**src/rtl/sff_preset_arbiter.sv**
```systemverilog
// Purpose : staggered one-at-a-time preset of a set-able flop bank, then round-robin
//           sharing of the bank write port between two requesters.
// Latency : start -> busy same edge, first set_n low one edge later; request -> grant 1 edge.
// Backpr. : none; a request not granted in a cycle is simply not served, requester retries.
// Ports   : clk, rst (async active-low); start; req0/req1 + wdata0/wdata1 (NUM bits);
//           set_n (NUM, active-low sets), bank_d/bank_we (write port), gnt0/gnt1, busy, done.
module sff_preset_arbiter #(
   parameter int NUM   = 8,
   parameter int PULSE = 2
) (
   input  logic           clk,
   input  logic           rst,
   input  logic           start,
   input  logic           req0,
   input  logic           req1,
   input  logic [NUM-1:0] wdata0,
   input  logic [NUM-1:0] wdata1,
   output logic [NUM-1:0] set_n,
   output logic [NUM-1:0] bank_d,
   output logic           bank_we,
   output logic           gnt0,
   output logic           gnt1,
   output logic           busy,
   output logic           done
);

   localparam int IW = (NUM   > 1) ? $clog2(NUM)   : 1;
   localparam int CW = (PULSE > 1) ? $clog2(PULSE) : 1;

   typedef enum logic [1:0] {IDLE, PRESET, GAP, RUN} state_t;

   state_t          state, state_nx;
   logic [IW-1:0]   idx, idx_nx;
   logic [CW-1:0]   cnt, cnt_nx;
   logic            gap_ph, gap_ph_nx;
   logic            ptr, ptr_nx;     // 0: requester 0 preferred on contention
   logic            g0_nx, g1_nx;
   logic [NUM-1:0]  set_n_nx;
   logic [NUM-1:0]  one_hot;

   always_comb begin
      state_nx  = state;
      idx_nx    = idx;
      cnt_nx    = cnt;
      gap_ph_nx = gap_ph;
      ptr_nx    = ptr;
      g0_nx     = 1'b0;
      g1_nx     = 1'b0;
      case (state)
         IDLE: begin
            if (start) begin
               state_nx = PRESET;
               idx_nx   = '0;
               cnt_nx   = '0;
            end
         end
         PRESET: begin
            if (cnt == CW'(PULSE - 1)) begin
               cnt_nx = '0;
               if (idx == IW'(NUM - 1)) begin
                  state_nx  = GAP;
                  idx_nx    = '0;
                  gap_ph_nx = 1'b0;
               end else begin
                  idx_nx = idx + 1'b1;
               end
            end else begin
               cnt_nx = cnt + 1'b1;
            end
         end
         GAP: begin
            // set_n trails the FSM by one register stage, so the first GAP cycle
            // still emits the last pulse; the second is the all-high recovery cycle.
            if (gap_ph) begin
               state_nx = RUN;
            end else begin
               gap_ph_nx = 1'b1;
            end
         end
         RUN: begin
            if (start) begin
               // restart wins over any request in the same cycle
               state_nx = PRESET;
               idx_nx   = '0;
               cnt_nx   = '0;
            end else if (req0 && (!req1 || !ptr)) begin
               g0_nx  = 1'b1;
               ptr_nx = 1'b1;
            end else if (req1) begin
               g1_nx  = 1'b1;
               ptr_nx = 1'b0;
            end
         end
         default: state_nx = IDLE;
      endcase
   end

   always_comb begin
      one_hot  = {{(NUM-1){1'b0}}, 1'b1} << idx;
      set_n_nx = (state == PRESET) ? ~one_hot : '1;
   end

   always_ff @(posedge clk or negedge rst) begin
      if (!rst) begin
         state   <= IDLE;
         idx     <= '0;
         cnt     <= '0;
         gap_ph  <= 1'b0;
         ptr     <= 1'b0;
         set_n   <= '1;
         bank_d  <= '0;
         bank_we <= 1'b0;
         gnt0    <= 1'b0;
         gnt1    <= 1'b0;
         busy    <= 1'b0;
         done    <= 1'b0;
      end else begin
         state   <= state_nx;
         idx     <= idx_nx;
         cnt     <= cnt_nx;
         gap_ph  <= gap_ph_nx;
         ptr     <= ptr_nx;
         set_n   <= set_n_nx;
         gnt0    <= g0_nx;
         gnt1    <= g1_nx;
         bank_we <= g0_nx | g1_nx;
         if (g0_nx) begin
            bank_d <= wdata0;
         end else if (g1_nx) begin
            bank_d <= wdata1;
         end
         busy    <= (state_nx == PRESET) || (state_nx == GAP);
         done    <= (state_nx == RUN);
      end
   end

endmodule
```
**config.mk**
```make
export PLATFORM = sky130hd
export DESIGN_NAME = sff_preset_arbiter
export DESIGN_NICKNAME = d
export VERILOG_FILES = /design/src/rtl/sff_preset_arbiter.sv
export SDC_FILE = /design/constraint.sdc
export NUM_CORES = 1
export LEC_CHECK = 0
export BUFFER_PORTS_ARGS = -buffer_cell sky130_fd_sc_hd__buf_2
export CAP_MARGIN = 20
export CORE_MARGIN = 4
export CORE_UTILIZATION = 49
export CTS_CLUSTER_DIAMETER = 50
export DETAILED_ROUTE_END_ITERATION = 7
export PLACE_DENSITY_LB_ADDON = 0.05
export SYNTH_ARGS = -nofsm -noshare
export SYNTH_HDL_FRONTEND = slang
export SYNTH_SLANG_ARGS = --single-unit
```
**constraint.sdc**
```tcl
create_clock -name clk -period 1.9 [get_ports clk]
set_input_delay 0 -clock clk [delete_from_list [all_inputs] [get_ports clk]]
set_output_delay 0 -clock clk [all_outputs]
set_load 0.1 [all_outputs]
```
Word-level counts from Yosys, hierarchy flattened
Index checks and enable logic that the tools add are counted.
- register bits after elaboration: 29
- input port bits: 21
- output and inout port bits: 21
- word-level logic and storage cells: 70
- add/sub/neg operators: 2
- equal/unequal tests: 10
- shift operators: 1
- mux-type cells: 27
- bitwise logic cells: 3
- reductions and logical operators: 15
- operators with widths (operator ; count):
    8-bit 2-to-1 mux ; 3
    1-bit 2-to-1 mux ; 13
    3-bit 2-to-1 mux ; 3
    3-bit AND reduction ; 3
    2-bit equality test, second input constant ; 4
    2-bit 2-to-1 mux ; 4
    8-bit inverter ; 1
    2-bit nonzero test ; 4
    1-bit by 3-bit << shifter with 8-bit output, first input constant ; 1
    2-bit case mux with 3 select lines ; 1
    3-bit case mux with 2 select lines ; 1
    2-bit by 1-bit equality test with 1-bit output, second input constant ; 2
    2-bit != test, second input constant ; 2
    1-bit case mux with 2 select lines ; 2
    3-bit by 1-bit adder with 3-bit output, second input constant ; 1
    3-bit equality test, second input constant ; 1
    1-bit logical NOT ; 2
    2-bit logical NOT ; 1
    1-bit logical OR ; 2
    2-bit by 1-bit != test with 1-bit output, second input constant ; 1
    2-bit AND reduction ; 1
    2-bit OR reduction ; 1
    1-bit adder, second input constant ; 1
    1-bit logical AND ; 1
    2 further kinds ; 2

Logic depth before layout (Yosys ltp)
Gate-level depths: netlist (run 1).
- depth in word-level cells: 8
- mapped depth: 7
- depth with buffers taken out: 6

Worst setup path after synthesis (run 1)
OpenSTA, ideal clock, no wires.
- path type: register to register
- start point: reg state[1]
- end point: reg busy
- library setup time: 0.126 ns
- data arrival time: 1.530 ns
- data required time: 1.774 ns
- path slack: 0.245 ns
- stages on the path, launching flop included: 8
- path buffers: 2
- clock period less this slack: 1.655 ns
- cells stage by stage: dfrtp_1 > inv_1 > ha_1 > buf_6 > clkbuf_1 > a21oi_1 > a31o_2 > ha_1
- longest elaborated chain between the ends: 5
- elaborated cells between the ends (all ways): 13
- those cells by class: 5 x eq/ne; 5 x mux; 3 x reduce/logical
- RTL lines (item ; line ; source):
    start: declaration ; 32 ; state_t state, state_nx;
    start signal: assignment ; 118 ; state <= state_nx;
    2-bit equality test / 2-bit logical NOT (equally long branches) ; 49 ; case (state)
    2-bit OR reduction (no line) ; - ;
    2-bit case mux with 3 select lines (*) ; 49 ;
    named net state_nx[0] ; 32 ;
    2-bit by 1-bit equality test with 1-bit output / 2-bit equality test (equally long branches) ; 132 ; busy <= (state_nx == PRESET) || (state_nx == GAP);
    1-bit logical OR (*) ; 132 ;
    end signal: assignment ; 132 ;
    end: declaration ; 23 ; output logic busy,
Mark *: on every way through the listed nets, which the timed path passes. The rest lies on a longest branch.
A chain may end at the register's enable or synchronous reset.

Worst setup path in the final report (run 1)
- start point: reg idx[0]
- end point: reg busy
- longest elaborated chain between the ends: 6
- elaborated cells between the ends (all ways): 7
- those cells by class: 3 x eq/ne; 3 x mux; 1 x reduce/logical
- RTL lines (item ; line ; source):
    start: declaration ; 33 ; logic [IW-1:0] idx, idx_nx;
    start signal: assignment ; 119 ; idx <= idx_nx;
    3-bit equality test (*) ; 60 ; if (idx == IW'(NUM - 1)) begin
    2-bit 2-to-1 mux (*) ; 60 ;
    2-bit 2-to-1 mux (*) ; 58 ; if (cnt == CW'(PULSE - 1)) begin
    2-bit case mux with 3 select lines (*) ; 49 ;
    2-bit by 1-bit equality test with 1-bit output / 2-bit equality test (equally long branches) ; 132 ;
    1-bit logical OR (*) ; 132 ;
Mark *: on every way between the ends. The rest lies on a longest branch, timed or not.

==> results of run 1 <==
state kept, by name, summed over array words and instances, names as in the netlist:
name     flops
bank_d       8
set_n        8
idx          3
state        2
bank_we      1
busy         1
cnt          1
done         1
gap_ph       1
gnt0         1
gnt1         1
ptr          1
cells in the mapped netlist (2+ instances only):
library cell and count:
nand2_1 4, o221a_2 8, nand2b_1 2, dfrtp_1 21, dfstp_2 8, clkbuf_1 3
nor2b_1 2, ha_1 10, o31ai_1 2, buf_2 2, a21oi_1 3, inv_1 7
o21ai_0 3, nand3_1 7, nand4b_1 8, o32a_1 2
per-stage QoR:
step	instance area (µm²)	std cells	hold slack, ns	util [%]	setup slack [ns]
6_report	1750	194	0.0264	68.8	0.171
4_1_cts	1750	194	0.0114	68.8	0.154
2_1_floorplan	1340	107	-0.296	-	0.245
3_3_place_gp	1570	175	0.0433	61.7	0.235
3_5_place_dp	1570	175	0.0609	61.7	0.156
5_1_grt	1750	194	0.0276	68.8	0.0361
final cells by class:
cell class / count / share of cell area, %
sequential: 29 / 42.0
multi-input combinational: 65 / 31.0
timing repair buffer: 55 / 19.3
clock buffer: 7 / 3.72
tap: 30 / 2.14
inverter: 7 / 1.50
clock inverter: 1 / 0.286
layer usage:
layer	wire length, µm	GRT usage, %	share of wire, %
met4	49	7.59	1.8
met5	0	0	0
met2	1360	28.2	49
met1	1200	20.0	43
met3	178	6.26	6.4
worst max-delay path by stage:
stage,endpoint,slack (ns)
after floorplan,busy$_DFF_PN0_,0.24
after global placement,busy$_DFF_PN0_,0.24
after detailed placement,busy$_DFF_PN0_,0.16
after CTS,busy$_DFF_PN0_,0.15
after global routing,busy$_DFF_PN0_,0.04
final,busy$_DFF_PN0_,0.17
kinds of logic (layout without fill, tap and decap cells):
family	count (synthesis)	count (layout)
flip-flops	29	29
buffers and inverters	13	70
AO/OA/AOI/OAI	25	25
XOR/XNOR	1	1
adder cells (fa/ha/maj)	10	10
AND/OR/NAND/NOR	29	29
worst max-delay path: stages (launching register included):
cell,delay (ns)
dfrtp_1,0.43
ha_1,0.24
ha_1,0.25
nand2_1,0.14
a21oi_1,0.10
o32a_1,0.19
ha_1,0.26
what timing repair did:
item                       4_1_cts  5_1_grt
setup endpoints to repair        0        0
hold endpoints to repair        31        0
hold buffers                    11        0
==> metrics, run 1 <==
CTS resizes=0; crit path DAT=1.94 ns; first drt pass iteration count=4; initial core utilization=52.6%; mapped cell area=1340 µm²; Startpoint Class=register; Critical Setup Path Class=reg -> reg; worst r2r dst=busy$_DFF_PN0_; share of layout cells above drive strength 1=43.9%; post-synthesis xor/xnor area fraction=0.655%; distinct cell type count after synthesis=31; Port Buffers=41; CTS Buffer Depth=2; sequential area share after synthesis=55.0%; grt total ovfl=0; reg2reg start=idx[0]$_DFFE_PN0P_; Final nets=194; HP Start=wdata0[3]; crit path max fanout=5; diode count=0; RSZ-0062 raised after global routing=false; Final Cycle Share=91.0%; cell taking the most area after synthesis=dfrtp_1; Core Rows=18; Clock transition at path regs=0.09 ns; routed via count=1,037; R2R depth=6; maxcap violations=0; Synth Flop Type=dfrtp_1; Die H=60.2 µm; I/O Pins=42; Least-Margin Pin Slew=0.622 ns; WL per Instance=14.4 µm; hold path depth=3; Synth Area in Adders=9.35%; area taken by multi-input logic gates=543 µm²; FF-to-FF setup slack=0.17 ns; Worst Hold Path EP=bank_d[3]$_DFFE_PN0P_; Die ar.=3630 µm²; Synth top area share=39.3%; register area=736 µm²; layout overhead on the synthesized area=30.9%; clk_skew=0.00609 ns; fraction of registers with async set/reset=100%; Req. time, crit path=2.12 ns; Worst-Skew Late Latency=0.33 ns; first-pass GRT wire length=4540 µm; max-slew violations=0; synthesis-stage register bit count=29; vias in the first global route=1,036; simple-gate share of the synthesized area=14.4%; largest net degree at the start of global routing=30; number of synthesized flops with an enable pin=0; compound-cell area share of the yosys netlist=16.2%; detailed-route DRC error count=0; Post-Route WL=2790 µm; mux contribution to synthesized area=0%; Clock Sinks=29; total negative slack=0 ns; Worst setup EP type=register; Mapped Avg Cell Area=12.5 µm²; GPL Wtd Cong=0.818; commonest non-fill, non-tap cell in the layout=buf_2; crit path time final=1.73 ns; Max transition margin=58.5%; Post-CTS Setup Repair Bufs=0; worst hold path class=in -> reg; CTS Buf Count=5; setup violators final=0; Peak Freq=579 MHz; Via density=5.35; most area-consuming cells after synthesis=dfrtp_1 (39%), dfstp_2 (16%), ha_1 (9.4%); Cells after Synth=107; Final Hold Vio Count=0; fill count=189; gr usage total=17.2%; H-tree levels=2; DPL Wire Length=2040 µm; largest family of logic cells by synthesized area=compound AO/OA/AOI/OAI gates; DR iter-0 viols=36; most frequent cells in the layout=buf_2 (41), dfrtp_1 (21), dlygate4sd3_1 (11); core area=2540 µm²; syn_nets=138; Die Width=60.2 µm; initial antenna violation count=0; crit path from=idx[0]$_DFFE_PN0P_; CTS tree=yes; outcome=complete, no violations; yosys warns=0; DRT antenna net count=0; root buf cell=clkbuf_4
Power of run 1 is not shown: default switching activity piles up to over one toggle a cycle in this logic, so the estimate is an artifact.
==> inputs of run 2 (changes only) <==
Settings changed: CORE_UTILIZATION 49 to 45.
Clock period 1.9 ns to 1.5 ns, I/O delays scaled along.
==> metrics, run 2 (same netlist as run 1, synthesis figures left out) <==
RSZ-0062 raised after global routing=true; Final nets=201; Top delay family on crit path=adder cells; initial antenna violation count=0; total negative slack=-0.0992 ns; GPL Wtd Cong=0.784; crit path from=state[0]$_DFF_PN0_; worst setup margin=-0.0674 ns; CTS Buf Count=5; initial core utilization=47.7%; Startpoint Class=register; gr usage total=17.5%; FF-to-FF setup slack=-0.07 ns; Min Hold Slack=0.0198 ns; clk_skew=0.0223 ns; worst hold path class=in -> reg; Die ar.=3910 µm²; DPL Wire Length=2140 µm; buffers plus inverters on the worst setup path=1; max-slew violations=0; Least-Margin Pin Slew=0.634 ns; root buf cell=clkbuf_4; Port Buffers=41; outcome=complete, but fails checks; largest net degree at the start of global routing=30; DRT antenna net count=0; DR iter-0 viols=69; vias in the first global route=1,143; uppermost layer routed=met4; Clock transition at path regs=0.11 ns; worst r2r dst=busy$_DFF_PN0_; Max transition margin=57.7%; crit-path cells=inv_2, ha_4, nor2b_4, o32a_1, ha_1; first drt pass iteration count=4; Critical Setup Path Class=reg -> reg; setup violators final=3; Critical Path Sink=busy$_DFF_PN0_; Final Cycle Share=104%; Die Width=62.5 µm; H-tree levels=2; Worst-Skew Late Latency=0.33 ns; crit path time final=1.57 ns; Met3 Routed Length=218 µm; Final Hold Vio Count=0; critical path's slowest cell=dfrtp_1; maxcap violations=0; share of layout cells above drive strength 1=53.8%; WL per Instance=15.4 µm; Clock Sinks=29; commonest non-fill, non-tap cell in the layout=buf_2; max incr delay on CP=0.44 ns; Req. time, crit path=1.70 ns; Routed met1 length=1310 µm; diode count=0; first-pass GRT wire length=5320 µm; routed via count=1,085; R2R depth=5; crit path DAT=1.77 ns; core area=2810 µm²; fill count=229; crit path max fanout=5; detailed-route DRC error count=0; Via density=5.37; top flop regs=bank_d (8), set_n (8), idx (3); CTS Buffer Depth=2; Die H=62.5 µm; layout overhead on the synthesized area=38.0%; failing checks=negative setup slack; met2 WL=1500 µm; Core Rows=19; Post-Route WL=3100 µm; stages on the worst setup path=5; CTS tree=yes; grt total ovfl=0; Worst setup EP type=register; Peak Freq=638 MHz; reg2reg start=state[0]$_DFF_PN0_; I/O Pins=42; most frequent cells in the layout=buf_2 (41), dfrtp_1 (20), buf_4 (11)
## run 2: final cells by class
type	instances	area (µm²)	area share [%]
multi-input combinational	65	586	31.7
inverter	7	26.3	1.42
clock inverter	1	5.00	0.271
timing repair buffer	62	388	21.0
sequential	29	737	39.9
tap	31	38.8	2.10
clock buffer	7	65.1	3.53
## run 2: worst reg2reg max path: stages (launching register included)
cell and delay [ns]:
dfrtp_1 0.44, inv_2 0.09, ha_4 0.21, nor2b_4 0.14
o32a_1 0.29, ha_1 0.27
## run 2: worst min path at each step
| stage | from | to | slack, ns | cells after the start |
|---|---|---|---|---|
| after floorplan | rst | bank_d[0]$_DFFE_PN0P_ | -0.30 | 0 |
| after global placement | rst | cnt$_DFFE_PN0P_ | 0.05 | 1 |
| after detailed placement | rst | cnt$_DFFE_PN0P_ | 0.06 | 1 |
| after CTS | start | cnt$_DFFE_PN0P_ | 0.01 | 3 |
| after global routing | wdata0[1] | bank_d[1]$_DFFE_PN0P_ | 0.01 | 3 |
| final | wdata0[1] | bank_d[1]$_DFFE_PN0P_ | 0.02 | 3 |
## run 2: routing by layer
| layer | up-vias | global-route usage, % |
|---|---|---|
| met2 | 39 | 27.7 |
| li1 | 520 | - |
| met4 | 0 | 7.71 |
| met1 | 517 | 21.0 |
| met3 | 9 | 6.65 |
| met5 | - | 0 |
## run 2: timing repair
action,in CTS,in global routing
hold endpoints to repair,30,0
gates cloned,0,0
gates resized for setup,2,3
endpoints found under the setup margin,4,12
hold buffers,10,0
pin swaps,2,0
buffers inserted,0,0
## run 2: stage by stage
stage               setup slack [ns]  instance area (µm²)  std cells  utilization (%)
floorplan                    -0.0341                 1380        107                -
global route                  -0.123                 1850        202             65.8
finish                       -0.0674                 1850        202             65.8
detailed placement           -0.0498                 1670        184             59.4
CTS                          -0.0597                 1840        202             65.6
global placement             -0.0248                 1670        184             59.4
Power of run 2 is left out for the same reason.
==> inputs of run 3 (changes only) <==
Settings changed: CORE_UTILIZATION 45 to 47, CTS_BUF_LIST set to sky130_fd_sc_hd__clkbuf_2 sky130_fd_sc_hd__clkbuf_4 sky130_fd_sc_hd__clkbuf_8, SKIP_CTS_REPAIR_TIMING set to 1, SLEW_MARGIN set to 10.
==> metrics, run 3 (same netlist as run 1, synthesis figures left out) <==
detailed-route DRC error count=0; initial antenna violation count=0; Final Cycle Share=102%; core area=2730 µm²; most frequent cells in the layout=buf_2 (41), dfrtp_1 (19), buf_4 (15); top flop regs=bank_d (8), set_n (8), idx (3); layout overhead on the synthesized area=41.9%; final instance count without filler cells=206; Port Buffers=41; Post-Route WL=2980 µm; Req. time, crit path=1.71 ns; Worst-Skew Late Latency=0.33 ns; grt total ovfl=0; # placed instances=186; first drt pass iteration count=4; failing checks=negative setup slack; max-slew violations=0; Min Hold Slack=0.0193 ns; routed via count=1,093; initial core utilization=48.9%; Clock transition at path regs=0.10 ns; placed inst area=1680 µm²; worst hold path class=in -> reg; share of layout cells above drive strength 1=55.4%; Die Width=61.3 µm; commonest non-fill, non-tap cell in the layout=buf_2; maxcap violations=0; Final Instance Area=1900 µm²; crit path time final=1.53 ns; largest net degree at the start of global routing=30; vias in the first global route=976; Final nets=205; root buf cell=clkbuf_4; gr usage total=16.0%; Final Hold Vio Count=0; I/O Pins=42; H-tree levels=2; crit path DAT=1.73 ns; Via density=5.31; Max VDD drop=1.91 mV; GPL Wtd Cong=0.788; first-pass GRT wire length=4310 µm; setup violators final=1; static leakage power=0.000861 µW; Die H=61.3 µm; DR iter-0 viols=40; worst setup margin=-0.0257 ns; total negative slack=-0.0257 ns; fill count=222; Critical Setup Path Class=reg -> reg; DRT antenna net count=0; PwrDens=2440 nW/µm²; Startpoint Class=register; CTS Buffer Depth=2; crit path max fanout=4; Core Rows=19; clk_skew=0.0123 ns; RSZ-0062 raised after global routing=true; diode count=0; Max transition margin=58.6%; CTS tree=yes; Worst setup EP type=register; Clock Sinks=29; DPL Wire Length=2110 µm; Least-Margin Pin Slew=0.621 ns; Peak Freq=655 MHz; outcome=complete, but fails checks; WL per Instance=14.4 µm; CTS Buf Count=5; Die ar.=3760 µm²
## run 3: where the power goes
| group | internal [µW] | switching (µW) | total, µW |
|---|---|---|---|
| Clock | 271 | 272 | 543 |
| Combinational | 888 | 1960 | 2840 |
| Sequential | 1070 | 168 | 1240 |
## run 3: worst max-delay path: stages, from the launching register on
cell	delay, ns
dfrtp_2	0.45
inv_2	0.07
ha_4	0.20
nor2b_4	0.14
o32a_1	0.28
ha_1	0.27
## run 3: worst paths after layout
| check | start | to | slack, ns | cells past startpoint |
|---|---|---|---|---|
| setup / recovery | state[0]$_DFF_PN0_ | busy$_DFF_PN0_ | -0.03 | 5 |
| hold / removal | wdata0[4] | bank_d[4]$_DFFE_PN0P_ | 0.02 | 3 |
| setup reg to reg | state[0]$_DFF_PN0_ | busy$_DFF_PN0_ | -0.03 | 5 |
| hold reg to reg | ptr$_DFFE_PN0P_ | ptr$_DFFE_PN0P_ | 0.51 | 1 |
| max in group asynchronous | rst | state[0]$_DFF_PN0_ | 0.84 | 2 |
| min in group asynchronous | rst | idx[0]$_DFFE_PN0P_ | 0.21 | 2 |
## run 3: routing by layer
metal	track usage, %	vias up	share of wire, %
met2	24.6	30	47
met4	8.48	0	2.7
met1	19.1	522	43
li1	-	532	-
met3	6.71	9	7.4
met5	0	-	0
## run 3: layout make-up
type,count,area (µm²),share of cell area (%)
repair buffers,66,418,22.0
clock inverters,1,5.00,0.264
clock buffers,7,65.1,3.43
multi-input cells,65,607,32.0
inverters,7,26.3,1.38
well taps,31,38.8,2.04
flip-flops and latches,29,738,38.9
## run 3: stage by stage
step           power [µW]  utilization, %  setup slack, ns
6_report             4630            69.4          -0.0257
5_1_grt              4890            69.4          -0.0600
4_1_cts              4540            64.0          -0.0522
3_5_place_dp         3990            61.5          -0.0527
3_3_place_gp         3940            61.5         -0.00299
2_1_floorplan        3460               -          -0.0341
Power figures use the tool's default switching activity.
